$ cat config.mk
export PLATFORM = sky130hd
export DESIGN_NAME = result_display_queue
export DESIGN_NICKNAME = d
export VERILOG_FILES = /design/src/rtl/result_display_queue_pkg.sv /design/src/rtl/hex7seg_decode.sv /design/src/rtl/result_display_queue.sv
export SDC_FILE = /design/constraint.sdc
export NUM_CORES = 1
export LEC_CHECK = 0
export CAP_MARGIN = 20
export CORE_MARGIN = 4
export CORE_UTILIZATION = 45
export DETAILED_ROUTE_END_ITERATION = 12
export HOLD_SLACK_MARGIN = 0.08
export PLACE_DENSITY = 0.63
export RECOVER_POWER = 25
export SYNTH_ARGS = -nofsm -noshare
export SYNTH_HDL_FRONTEND = slang
export SYNTH_SLANG_ARGS = --single-unit
$ cat constraint.sdc
create_clock -name clk -period 3.15 [get_ports clk]
set_input_delay 0.63 -clock clk [delete_from_list [all_inputs] [get_ports clk]]
set_output_delay 0.63 -clock clk [all_outputs]
set_load 0.01 [all_outputs]
$ cat src/rtl/result_display_queue_pkg.sv
// Shared types and constants for the result display queue.
package result_display_queue_pkg;

    localparam int DEPTH_DEF = 4;
    localparam int DWELL_DEF = 8;

    typedef enum logic {
        IDLE = 1'b0,
        SHOW = 1'b1
    } state_t;

    // Active-high segment codes, bit 0 = a .. bit 6 = g, indexed by digit.
    localparam logic [6:0] SEG_TABLE [16] = '{
        7'h3F, 7'h06, 7'h5B, 7'h4F, 7'h66, 7'h6D, 7'h7D, 7'h07,
        7'h7F, 7'h6F, 7'h77, 7'h7C, 7'h39, 7'h5E, 7'h79, 7'h71
    };

endpackage

$ cat src/rtl/hex7seg_decode.sv
// Combinational hex digit to 7-segment pattern decoder.
module hex7seg_decode
    import result_display_queue_pkg::*;
(
    input  logic [3:0] hex_i,
    output logic [6:0] seg_o
);

    assign seg_o = SEG_TABLE[hex_i];

endmodule

$ cat src/rtl/result_display_queue.sv
// Small FIFO of adder results, each shown on a 7-segment display for DWELL
// cycles. Overflowing results are dropped and flagged on the decimal point.
module result_display_queue
    import result_display_queue_pkg::*;
#(
    parameter int DEPTH = DEPTH_DEF,
    parameter int DWELL = DWELL_DEF
) (
    input  logic       clk,
    input  logic       reset,
    input  logic       in_valid,
    input  logic [3:0] in_sum,
    output logic       in_ready,
    input  logic       clear,
    output logic [6:0] seg,
    output logic       dp,
    output logic       busy,
    output logic [3:0] count
);

    localparam int         PW       = (DEPTH > 1) ? $clog2(DEPTH) : 1;
    localparam logic [3:0] FULL_CNT = 4'(DEPTH);
    localparam logic [7:0] DWELL_LD = 8'(DWELL - 1);

    logic [3:0]    mem_q [DEPTH];
    logic [PW-1:0] wr_q, wr_d, rd_q, rd_d;
    logic [3:0]    cnt_q, cnt_d;
    logic          drop_q, drop_d;
    state_t        state_q, state_d;
    logic [7:0]    dwell_q, dwell_d;
    logic [3:0]    disp_q, disp_d;
    logic          push, pop;
    logic [6:0]    seg_dec;

    // Readiness comes only from registered occupancy, so a same-cycle pop
    // never frees a slot for a same-cycle push.
    assign in_ready = (cnt_q != FULL_CNT);
    assign push     = in_valid && in_ready && !clear;

    // FSM next state: pop the head whenever idle or a dwell has expired.
    always_comb begin
        state_d = state_q;
        dwell_d = dwell_q;
        disp_d  = disp_q;
        pop     = 1'b0;
        if (clear) begin
            state_d = IDLE;
            dwell_d = '0;
            disp_d  = '0;
        end else begin
            case (state_q)
                IDLE: begin
                    if (cnt_q != 4'd0) begin
                        pop     = 1'b1;
                        disp_d  = mem_q[rd_q];
                        dwell_d = DWELL_LD;
                        state_d = SHOW;
                    end
                end
                SHOW: begin
                    if (dwell_q != 8'd0) begin
                        dwell_d = dwell_q - 8'd1;
                    end else if (cnt_q != 4'd0) begin
                        pop     = 1'b1;
                        disp_d  = mem_q[rd_q];
                        dwell_d = DWELL_LD;
                    end else begin
                        state_d = IDLE;
                    end
                end
                default: state_d = IDLE;
            endcase
        end
    end

    // Queue pointer, occupancy and sticky drop-flag next state.
    always_comb begin
        wr_d   = wr_q;
        rd_d   = rd_q;
        cnt_d  = cnt_q;
        drop_d = drop_q;
        if (clear) begin
            wr_d   = '0;
            rd_d   = '0;
            cnt_d  = '0;
            drop_d = 1'b0;
        end else begin
            if (push) wr_d = wr_q + 1'b1;
            if (pop)  rd_d = rd_q + 1'b1;
            case ({push, pop})
                2'b10:   cnt_d = cnt_q + 4'd1;
                2'b01:   cnt_d = cnt_q - 4'd1;
                default: cnt_d = cnt_q;
            endcase
            if (in_valid && !in_ready) drop_d = 1'b1;
        end
    end

    // Control and display state registers.
    always_ff @(posedge clk or posedge reset) begin
        if (reset) begin
            state_q <= IDLE;
            dwell_q <= '0;
            disp_q  <= '0;
            wr_q    <= '0;
            rd_q    <= '0;
            cnt_q   <= '0;
            drop_q  <= 1'b0;
        end else begin
            state_q <= state_d;
            dwell_q <= dwell_d;
            disp_q  <= disp_d;
            wr_q    <= wr_d;
            rd_q    <= rd_d;
            cnt_q   <= cnt_d;
            drop_q  <= drop_d;
        end
    end

    // Queue storage; contents are don't-care until written.
    always_ff @(posedge clk) begin
        if (push) mem_q[wr_q] <= in_sum;
    end

    hex7seg_decode u_dec (
        .hex_i (disp_q),
        .seg_o (seg_dec)
    );

    assign seg   = (state_q == SHOW) ? seg_dec : 7'h00;
    assign busy  = (state_q == SHOW);
    assign dp    = drop_q;
    assign count = cnt_q;

endmodule
# Yosys cells after proc, flatten, opt, wreduce, memory -nomap -nowiden
# Memory sizes are Yosys's and may differ from the RTL's.
# Cells that the tools add are included.
dict set report word_totals {
  inputBits 8
  register_bits 22
  romBits 112
  out_inout_bits 14
  word_cells 60
  memories 2
  mem_bits_rw 16
}
dict set report op_classes {
  mux 28
  add_sub_neg 5
  n_eq_ne 4
  reduce_logical 11
  order_cmp 1
  n_bitwise 2
}
# memory depth word_bits rd rd_ports_with_merged_regs wr line
set mem_list {}
lappend mem_list {{(name not given)} 16 7 1 0 0 hex7seg_decode.sv:9} ;# assign seg_o = SEG_TABLE[hex_i];
lappend mem_list {mem_q 4 4 1 0 1 result_display_queue.sv:25} ;# logic [3:0] mem_q [DEPTH];
# cell n
set op_table {}
lappend op_table {{8-bit 2-to-1 mux} 3}
lappend op_table {{7-bit 2-to-1 mux} 3}
lappend op_table {{4-bit 2-to-1 mux} 4}
lappend op_table {{4-bit case mux with 2 select lines} 2}
lappend op_table {{8-bit case mux with 2 select lines} 1}
lappend op_table {{1-bit 2-to-1 mux} 9}
lappend op_table {{2-bit 2-to-1 mux} 4}
lappend op_table {{8-bit nonzero test} 1}
lappend op_table {{8-bit by 1-bit subtractor with 8-bit output (second input constant)} 1}
lappend op_table {{2-bit nonzero test} 3}
lappend op_table {{5-bit greater-or-equal comparator (second input constant)} 1}
lappend op_table {{4-bit inverter with 5-bit output} 1}
lappend op_table {{2-bit by 1-bit adder with 2-bit output (second input constant)} 2}
lappend op_table {{4-bit by 1-bit adder with 4-bit output (second input constant)} 1}
lappend op_table {{4-bit by 3-bit != test with 1-bit output (second input constant)} 1}
lappend op_table {{1-bit case mux with 2 select lines} 2}
lappend op_table {{4-bit nonzero test} 1}
lappend op_table {{4-bit by 1-bit subtractor with 4-bit output (second input constant)} 1}
lappend op_table {{1-bit logical AND} 3}
lappend op_table {{3-bit != test (second input constant)} 1}
lappend op_table {{3-bit nonzero test} 1}
lappend op_table {{2-bit by 1-bit equality test with 1-bit output (second input constant)} 1}
lappend op_table {{2-bit equality test (second input constant)} 1}
lappend op_table {{1-bit logical NOT} 2}
lappend op_table {{1-bit inverter} 1}

# Logic depth before layout (Yosys ltp)
# Gate-level depths: netlist of the first run.
dict set report logic_depth {
  ltp_word 8
  ltp_mapped 14
  ltp_nobuf 12
}

# Cells and area by module
# From an unflattened synthesis of the first run, not the netlist that was laid out.
dict set report unflattened {
  hier_cells 200
  area_unflattened_um2 2274.7
}
# module area_each_um2 instances cells_per_inst seq_area_each_um2
set modules_own_cells {}
lappend modules_own_cells {result_display_queue 1984.4 1 167 1031.0}
lappend modules_own_cells {hex7seg_decode 290.3 1 33 0.0}

# Least setup slack after synthesis of the first run
# OpenSTA, ideal clock, no wires.
dict set report synth_path {
  path_kind {register to register}
  from {register dwell_q[0]}
  to {register cnt_q[3], in the netlist count[3]}
  setup_slack_ns 0.515
  setup_ns 0.081
  required_ns 3.069
  period_less_slack_ns 2.635
  path_buffers 2
  arrival_ns 2.554
  path_stages_with_launch 13
  cell_sequence {dfrtp_1 -> inv_1 -> ha_1 -> or3b_1 -> clkbuf_1 -> o21a_4 -> buf_6 -> nor3_2 -> ha_1 -> a31oi_1 -> a211oi_1 -> o21a_1 -> nor3_2}
}
dict set report synth_between {
  elab_chain_len 7
  elab_cells_between_ends 9
  classes_between {eq/ne (2); mux (5); reduce/logical (2)}
}
# item line
set synth_lines {}
lappend synth_lines {{start, declared} result_display_queue.sv:30} ;# logic [7:0] dwell_q, dwell_d;
lappend synth_lines {{start signal, assigned} result_display_queue.sv:111} ;# dwell_q <= dwell_d;
lappend synth_lines {{8-bit nonzero test (*)} result_display_queue.sv:61} ;# if (dwell_q != 8'd0) begin
lappend synth_lines {{1-bit 2-to-1 mux (*)} result_display_queue.sv:61}
lappend synth_lines {{1-bit case mux with 2 select lines (*)} result_display_queue.sv:51} ;# case (state_q)
lappend synth_lines {{1-bit 2-to-1 mux (*)} result_display_queue.sv:46} ;# if (clear) begin
lappend synth_lines {{2-bit by 1-bit equality test with 1-bit output / 2-bit equality test (equally long branches)} result_display_queue.sv:90} ;# case ({push, pop})
lappend synth_lines {{4-bit case mux with 2 select lines} result_display_queue.sv:90}
lappend synth_lines {{4-bit 2-to-1 mux} result_display_queue.sv:82} ;# if (clear) begin
lappend synth_lines {{end signal, assigned} result_display_queue.sv:115} ;# cnt_q <= cnt_d;
lappend synth_lines {{end, declared} result_display_queue.sv:27} ;# logic [3:0] cnt_q, cnt_d;
# Every way passes the cells marked *; elsewhere a longest branch is shown, timed or not.
# A chain may end at the register's enable or synchronous reset.

# Final worst setup path of the first run
dict set report layout_path {
  from {register dwell_q[0]}
  to {register cnt_q[2], in the netlist count[2]}
}
# Same word-level chain as after synthesis.

==> results of run 1 <==
## sequential cells by signal (all words and copies together) (netlist names)
| register | cells |
|---|---|
| rd_q | 2 |
| busy | 1 |
| wr_q | 2 |
| mem_q | 16 |
| dwell_q | 8 |
| dp | 1 |
| disp_q | 4 |
| count | 4 |
## power breakdown
group	internal [mW]	switching, mW
logic	0.570	0.648
registers	0.621	0.179
clock network	0.155	0.182
total	1.35	1.01
## Yosys cell counts (all sizes together)
cell | number | share of area [%]
o31ai | 3 | 1.0
xor2 | 4 | 1.6
o311a | 2 | 0.92
a311oi | 1 | 0.40
inv | 11 | 1.9
nand4 | 1 | 0.29
nor4 | 2 | 0.87
a21o | 2 | 0.69
nor2 | 23 | 4.7
nand3b | 2 | 0.69
nand3 | 5 | 1.2
xnor2 | 3 | 1.2
nor4b | 2 | 1.1
nand4b | 2 | 0.81
nor2b | 1 | 0.29
and2 | 5 | 1.4
a21oi | 11 | 2.5
nor3 | 10 | 3.0
or4 | 2 | 0.87
or4b | 1 | 0.46
ha | 13 | 7.5
o211ai | 1 | 0.35
a211oi | 4 | 1.4
o2111ai | 1 | 0.40
mux2i | 3 | 1.4
mux4 | 4 | 4.2
or3b | 1 | 0.40
a31oi | 2 | 0.58
o21a | 2 | 1.0
nor3b | 1 | 0.35
clkbuf | 9 | 1.6
nand2b | 2 | 0.58
o21ai | 6 | 1.4
dfrtp | 22 | 25
buf | 2 | 1.0
edfxtp | 16 | 22
nand2 | 17 | 2.9
o32ai | 1 | 1.3
## critical path, cell delays in order (launching register included)
cell and delay (ns):
dfrtp_1 0.41, inv_1 0.12, ha_1 0.14, or3b_1 0.46, o21a_4 0.33, nor3_2 0.23, ha_1 0.33, nor2b_1 0.15
mux2i_1 0.16, nand4b_1 0.11, mux2i_1 0.18, nor2_1 0.05
## through the flow
| step | area (sq um) | worst slack (ns) | utilization, % | std cells |
|---|---|---|---|---|
| floorplan | 2170 | 0.515 | - | 200 |
| global placement | 2410 | 0.525 | 53.4 | 265 |
| detailed placement | 2410 | 0.392 | 53.4 | 265 |
| CTS | 2500 | 0.368 | 55.4 | 273 |
| global route | 2500 | 0.134 | 55.4 | 273 |
| finish | 2500 | 0.356 | 55.4 | 273 |
## cell usage in the layout, fill, tap and decap left out, types with 2 or more instances in the layout
cell             synthesis  final
a21o_1                   2      2
nor2_1                  22     22
nand3_1                  5      5
a21oi_1                 11     11
nand2_1                 17     17
o31ai_1                  3      3
xor2_1                   4      4
nand4b_1                 2      2
mux4_2                   4      4
a211oi_1                 4      4
mux2i_1                  3      3
a31oi_1                  2      2
buf_4                    0      3
nor3_2                   3      3
nand2b_1                 2      2
dfrtp_1                 22     22
ha_1                    13     13
o21ai_0                  5      5
xnor2_1                  3      3
inv_1                   11     11
nor3_1                   7      7
and2_1                   5      5
clkbuf_8                 0      5
o311a_1                  2      2
edfxtp_1                16     16
nand3b_1                 2      2
clkdlybuf4s50_1          0     16
dlygate4sd3_1            0      5
## cell families after synthesis
| family | after synthesis | synth area share [%] |
|---|---|---|
| xor gates and xnor gates | 7 | 2.83 |
| AOI/OAI and AO/OA | 36 | 12.0 |
| adders and majority gates | 13 | 7.51 |
| muxes | 7 | 5.55 |
| and+or+nand+nor | 77 | 20.0 |
| buffers and inverters | 22 | 4.51 |
| DFF | 38 | 47.6 |
## per-layer routing
| metal | global-route usage, % | vias up |
|---|---|---|
| met5 | 0 | - |
| met4 | 4.80 | 0 |
| met3 | 4.51 | 6 |
| met2 | 24.9 | 25 |
| met1 | 19.7 | 748 |
| li1 | - | 752 |
## area by class of cell
type	count	share of cell area, %
Multi-Input combinational cell	140	41.5
Inverter	11	1.65
Sequential cell	38	41.3
Clock inverter	3	0.852
Clock buffer	5	2.76
Tap cell	52	2.61
Timing Repair Buffer	24	9.32
## path summary, 6_finish.rpt
path	slack, ns	end	cells past startpoint
worst max-delay path	0.36	count[2]	11
worst min-delay path	0.51	dp	2
worst max register to register	0.36	count[2]	11
worst min register to register	0.51	dp	2
max in group asynchronous	1.67	disp_q[1]	2
min in group asynchronous	0.95	dwell_q[0]	2
==> qor.csv, run 1 <==
metric,value,unit
die_w,77.4,um
area_growth,15.3,%
ys_types,45,
setup.worst_path.end_class,flip-flop,
setup_viol,0,
worst_pin_slew,0.863,ns
setup_tns,0,ns
max_freq,358,MHz
first_pass_iters,4,
grt_max_degree,23,
clk_pin_slew_worst_paths,0.08,ns
fin_hold_ws,0.510,ns
fill_cells,404,
ctsLongestPathBuffers,2,
drt-initial-drc-count,72,
rsz0062_at_grt,false,
portBuffers,21,
synth_cells,200,
die_h,77.4,um
grt.overflow.total,0,
maxCapViolations,0,
worstSetupPathType,reg -> reg,
reg2reg_from,dwell_q[0],
netlist_area,2170,sq um
outcome,completed,
critical_path.max_fanout,12,
slew_viol_final,0,
htree_levels,2,
avgSynthCellArea,10.8,sq um
ant_nets,0,
crit_start,dwell_q[0],
cts-root-buf,clkbuf_8,
fin_crit_sh,88.7,%
hold_class,reg -> reg,
final_nets,241,
num_io_pins,22,
place.detailed.hpwl,3110,um
met2_length,2070,um
coreArea,4500,sq um
start_util,48.1,%
rows,24,
yosys_register_bits,38,
power_density,943,nW/um^2
via_per_inst,5.61,
cts_setup_buffers,0,
cts_tree,done,
vias,1531,
min_period,2.79,ns
hold_start,dp,
crit_required,3.34,ns
grt_pass1_vias,1510,
clock_skew,0.00683,ns
hold_viol,0,
worst_skew_pair.late_latency,0.29,ns
syn_nets,221,
grt_first_pass_wirelength,7300,um
p_leak,1.00,nW
n_antenna_cell,0,
peakVddDrop,0.305,mV
dr_wl_met3,164,um
regArea,1030,sq um
cp-start-kind,flip-flop,
max_slew_margin,42.4,%
p_total,2.36,mW
wl_per_cell,15.4,um
cts_made_buffers,5,
antenna_found_initial,0,
grt.total_usage,15.3,%
routed_wl,4210,um
drcViolationCount,0,
multiInputGateArea,1040,sq um
cts_hold_buf,0,
cp.arrival,2.98,ns
post_route_cells_drive_above_1_share,10.9,%
place.gp.congestion,0.859,
highest_layer,met4,
clock_sinks,38,
synth_warnings,0,
cts_resized,0,
die-area,5990,sq um
ys_seq_area_share,47.6,%
wl_met1,1920,um
Power figures use the tool's default switching activity.
==> run 2, diff against run 1 <==
CORE_MARGIN = 3   (was 4)
SLEW_MARGIN = 20   (was default)
==> run 2 against run 1 <==
Register-to-register slack got worse by 0.02 ns. Total power up 7.0%. Critical path depth fell by 1. Largest power group unchanged. Non-clock buffer count stayed put. Setup slack worse by 0.017 ns. Worst hold slack improved by 0.024 ns. Critical path type unchanged. First-iteration DRC count up 19%. Clock-buffer cell count unchanged. Sequential power about the same.
==> qor.csv, run 2 (synthesis results as in run 1) <==
metric,value,unit
grt_first_pass_wirelength,7310,um
antenna_found_initial,0,
crit_start,dwell_q[0],
grt.total_usage,16.8,%
seq_power_share,31.7,%
grt_max_degree,23,
htree_levels,2,
cts-root-buf,clkbuf_8,
hold_class,reg -> reg,
grt.overflow.total,0,
combPwrFrac,48.7,%
p_switching,1.01,mW
slew_viol_final,0,
cts_hold_buf,0,
n_antenna_cell,0,
largest_reg_flops,16,
reg2reg_from,dwell_q[0],
vias,1513,
p_int,1.51,mW
crit_required,3.36,ns
worst_skew_pair.late_latency,0.29,ns
cp_cell_sequence,"inv_1, ha_1, or3b_1, o21a_4, nor3_2, ha_1, a31oi_1, a211oi_1, o21a_1, nor3_2",
peakVddDrop,0.423,mV
maxCapViolations,0,
rsz0062_at_grt,false,
start_util,48.1,%
ff2ff_path_depth,10,
cts_made_buffers,5,
clk_pin_slew_worst_paths,0.08,ns
portBuffers,21,
max_freq,356,MHz
final_nets,241,
design_area,2540,sq um
worstSetupPathType,reg -> reg,
setup.worst_path.end_class,flip-flop,
rows,24,
reg_top3,"mem_q (16), dwell_q (8)",
wl_per_cell,15.6,um
slowest_delay,0.46,ns
post_route_cells_drive_above_1_share,10.9,%
p_leak,1.02,nW
num_io_pins,22,
p_clk_share,19.6,%
clock_skew,0.00754,ns
outcome,completed,
ant_nets,0,
worst_pin_slew,0.873,ns
drt-initial-drc-count,86,
first_pass_iters,4,
crit_slowest_cell,or3b_1,
setup_tns,0,ns
fin_crit_sh,89.2,%
hold_path_depth,2,
power_density,991,nW/um^2
die_h,75.4,um
die_w,75.4,um
max_slew_margin,41.7,%
critical_path.max_fanout,12,
cts_tree,done,
layout_common_cells,"22 x nor2_1, 22 x dfrtp_1, 17 x nand2_1",
min_period,2.81,ns
drcViolationCount,0,
place.gp.congestion,0.884,
setup_viol,0,
regMostFlops,mem_q,
cp.arrival,3.02,ns
postPlaceCellArea,2410,sq um
area_growth,17.5,%
hold_viol,0,
die-area,5680,sq um
coreArea,4500,sq um
power.share.switching,40.0,%
ctsLongestPathBuffers,2,
place.detailed.hpwl,3090,um
routed_wl,4270,um
clock_sinks,38,
via_per_inst,5.54,
hold_start,dp,
cts_resized,0,
cts_setup_buffers,0,
grt_pass1_vias,1560,
cp-start-kind,flip-flop,
-- run 2: changes by cell type in the layout (fill, tap and decap cells not counted), sizes merged --
cell	change
clkinvlp	-1
clkinv	-1
bufinv	+2
-- run 2: per-layer routing --
metal | wire length [um] | track usage (%) | vias up | part of all wire (%)
li1 | - | - | 758 | -
met1 | 2000 | 22.9 | 719 | 47
met2 | 2090 | 26.4 | 32 | 49
met3 | 144 | 4.09 | 4 | 3.4
met4 | 34 | 6.02 | 0 | 0.80
met5 | 0 | 0 | - | 0
-- run 2: layout make-up --
class                      count  area (sq um)
clock inverter                 3          68.8
sequential                    38          1030
multi-input combinational    140          1040
tap                           52          65.1
clock buffer                   5          68.8
fill                         391          1960
inverter                      11          41.3
timing repair buffer          24           233
-- run 2: per-stage QoR --
stage	std cells	hold slack, ns	util, %	worst slack [ns]	power (mW)
5_1_grt	273	0.569	56.5	0.151	2.73
2_1_floorplan	200	0.518	-	0.515	1.67
3_5_place_dp	265	0.519	53.4	0.423	2.03
3_3_place_gp	265	0.488	53.4	0.525	1.99
4_1_cts	273	0.541	56.5	0.340	2.54
6_report	273	0.534	56.5	0.339	2.52
-- run 2: critical path, delay by kind of cell, from the launching register on --
kind | cells | cell delay, ns
compound gates | 4 | 0.84
fa+ha+maj | 2 | 0.51
buf+inv | 1 | 0.13
flops | 1 | 0.41
simple gates | 3 | 0.85
-- run 2: power by group through the flow --
stage / Clock, mW / Sequential, mW / Combinational, mW
2_1_floorplan: 0 / 0.731 / 0.936
3_3_place_gp: 0 / 0.802 / 1.19
3_5_place_dp: 0 / 0.808 / 1.22
4_1_cts: 0.504 / 0.797 / 1.24
5_1_grt: 0.531 / 0.826 / 1.37
6_report: 0.494 / 0.800 / 1.23
-- run 2: path summary, 6_finish.rpt --
path | endpoint | slack (ns)
worst max register to register | count[3] | 0.34
min in group asynchronous | count[3] | 0.96
worst min-delay path | dp | 0.53
worst max-delay path | count[3] | 0.34
worst min register to register | dp | 0.53
max in group asynchronous | disp_q[1] | 1.65
==> run 3, diff against run 2 <==
CORE_UTILIZATION = 38   (was 45)
PLACE_DENSITY = 0.54   (was 0.63)
==> run 3 against run 2 <==
Critical path depth is the same. Flip-flop and latch count is the same. Largest power group unchanged. Critical path type unchanged. Clock power grew 1%. First-iteration DRC count shrank 15%. Via count grew 1.3%. Highest routed layer unchanged.
==> qor.csv, run 3 (synthesis results as in run 1) <==
metric,value,unit
cts_tree,done,
fin_crit_sh,87.4,%
grt.overflow.total,0,
ctsLongestPathBuffers,2,
post_route_cells_drive_above_1_share,10.5,%
area_growth,18.2,%
die_w,81.5,um
rsz0062_at_grt,false,
hold_path_depth,2,
antenna_found_initial,0,
p_leak,1.02,nW
cts_setup_buffers,0,
wl_per_cell,14.6,um
die-area,6640,sq um
place.detailed.hpwl,3140,um
met2_usage,24.8,%
routed_wl,4240,um
grt_first_pass_wirelength,7450,um
grt_use_met3,3.29,%
ff2ff_path_depth,10,
max_freq,363,MHz
critical_path.max_fanout,12,
slew_viol_final,0,
portBuffers,21,
ant_nets,0,
drt-initial-drc-count,73,
reg_top3,"mem_q (16), dwell_q (8)",
maxCapViolations,0,
clk_pin_slew_worst_paths,0.08,ns
rows,26,
grt.total_usage,14.7,%
cp.arrival,2.97,ns
coreArea,5300,sq um
design_area,2560,sq um
rr_endpoint,count[3],
grt_max_degree,25,
setup.worst_path.end_class,flip-flop,
vias,1532,
clock_skew,0.00354,ns
die_h,81.5,um
cts_made_buffers,5,
cts_resized,0,
place.gp.congestion,0.775,
htree_levels,2,
cts-root-buf,clkbuf_8,
grt_pass1_vias,1556,
setup_tns,0,ns
cp-start-kind,flip-flop,
reg2reg_from,dwell_q[0],
start_util,40.8,%
power_density,982,nW/um^2
met1_usage,18.6,%
n_antenna_cell,0,
drcViolationCount,0,
hold_class,reg -> reg,
cts_hold_buf,0,
largest_reg_flops,16,
setup_viol,0,
via_per_inst,5.28,
worst_skew_pair.late_latency,0.29,ns
final_nets,240,
rrSetupSlack,0.40,ns
worstSetupPathType,reg -> reg,
hold_viol,0,
outcome,completed,
clock_sinks,38,
max_slew_margin,42.0,%
num_io_pins,22,
first_pass_iters,4,
layout_common_cells,"22 x nor2_1, 22 x dfrtp_1, 17 x nand2_1",
worstHoldEndpoint,dp,
worst_pin_slew,0.869,ns
peakVddDrop,0.400,mV
regMostFlops,mem_q,
grt-busiest-layer,met2,
min_period,2.75,ns
crit_required,3.36,ns
postPlaceCellArea,2420,sq um
hold_start,dp,
run 3: changes by cell type in the layout (fill, tap and decap cells not counted), sizes merged:
cell | previous run | this run
buf | 3 | 2
run 3: critical path, cell delays in order (launching register included):
cell,delay (ns)
dfrtp_1,0.41
inv_1,0.11
ha_1,0.15
or3b_1,0.47
o21a_4,0.34
nor3_2,0.22
ha_1,0.33
a31oi_1,0.20
a211oi_1,0.08
o21a_1,0.22
nor3_2,0.15
run 3: per-layer routing:
layer  part of all wire, %  wire [um]
met5                     0          0
met3                   3.9        165
met2                    49       2060
met4                   1.1         45
met1                    46       1970
run 3: report_power, final:
| group | leakage (nW) | internal, mW | switching [mW] | total (mW) |
|---|---|---|---|---|
| clock network | 0.0683 | 0.317 | 0.181 | 0.499 |
| logic | 0.512 | 0.569 | 0.645 | 1.21 |
| registers | 0.440 | 0.620 | 0.180 | 0.801 |
| total | 1.02 | 1.51 | 1.01 | 2.51 |
run 3: final cells by class:
class | instances | area [sq um]
clock buffer | 5 | 68.8
fill | 486 | 2740
inverter | 11 | 41.3
multi-input combinational | 140 | 1040
timing repair buffer | 23 | 225
clock inverter | 3 | 68.8
tap | 70 | 87.6
sequential | 38 | 1030
run 3: metrics by stage:
step           utilization (%)  cells  power [mW]  hold slack [ns]  setup slack, ns
3_3_place_gp              45.7    282        2.00            0.482            0.522
4_1_cts                   48.3    290        2.54            0.525            0.391
2_1_floorplan                -    200        1.67            0.518            0.515
6_report                  48.3    290        2.51            0.516            0.395
3_5_place_dp              45.7    282        2.04            0.506            0.415
5_1_grt                   48.3    290        2.73            0.575            0.140
run 3: worst max path at each step:
| stage | start | endpoint | slack [ns] | cells after the start |
|---|---|---|---|---|
| final | dwell_q[0] | count[3] | 0.40 | 10 |
| after floorplan | dwell_q[0] | count[3] | 0.52 | 12 |
| after global placement | dwell_q[0] | count[3] | 0.52 | 10 |
| after global routing | dwell_q[0] | count[2] | 0.14 | 10 |
| after CTS | dwell_q[0] | count[2] | 0.39 | 10 |
| after detailed placement | dwell_q[0] | count[3] | 0.41 | 10 |
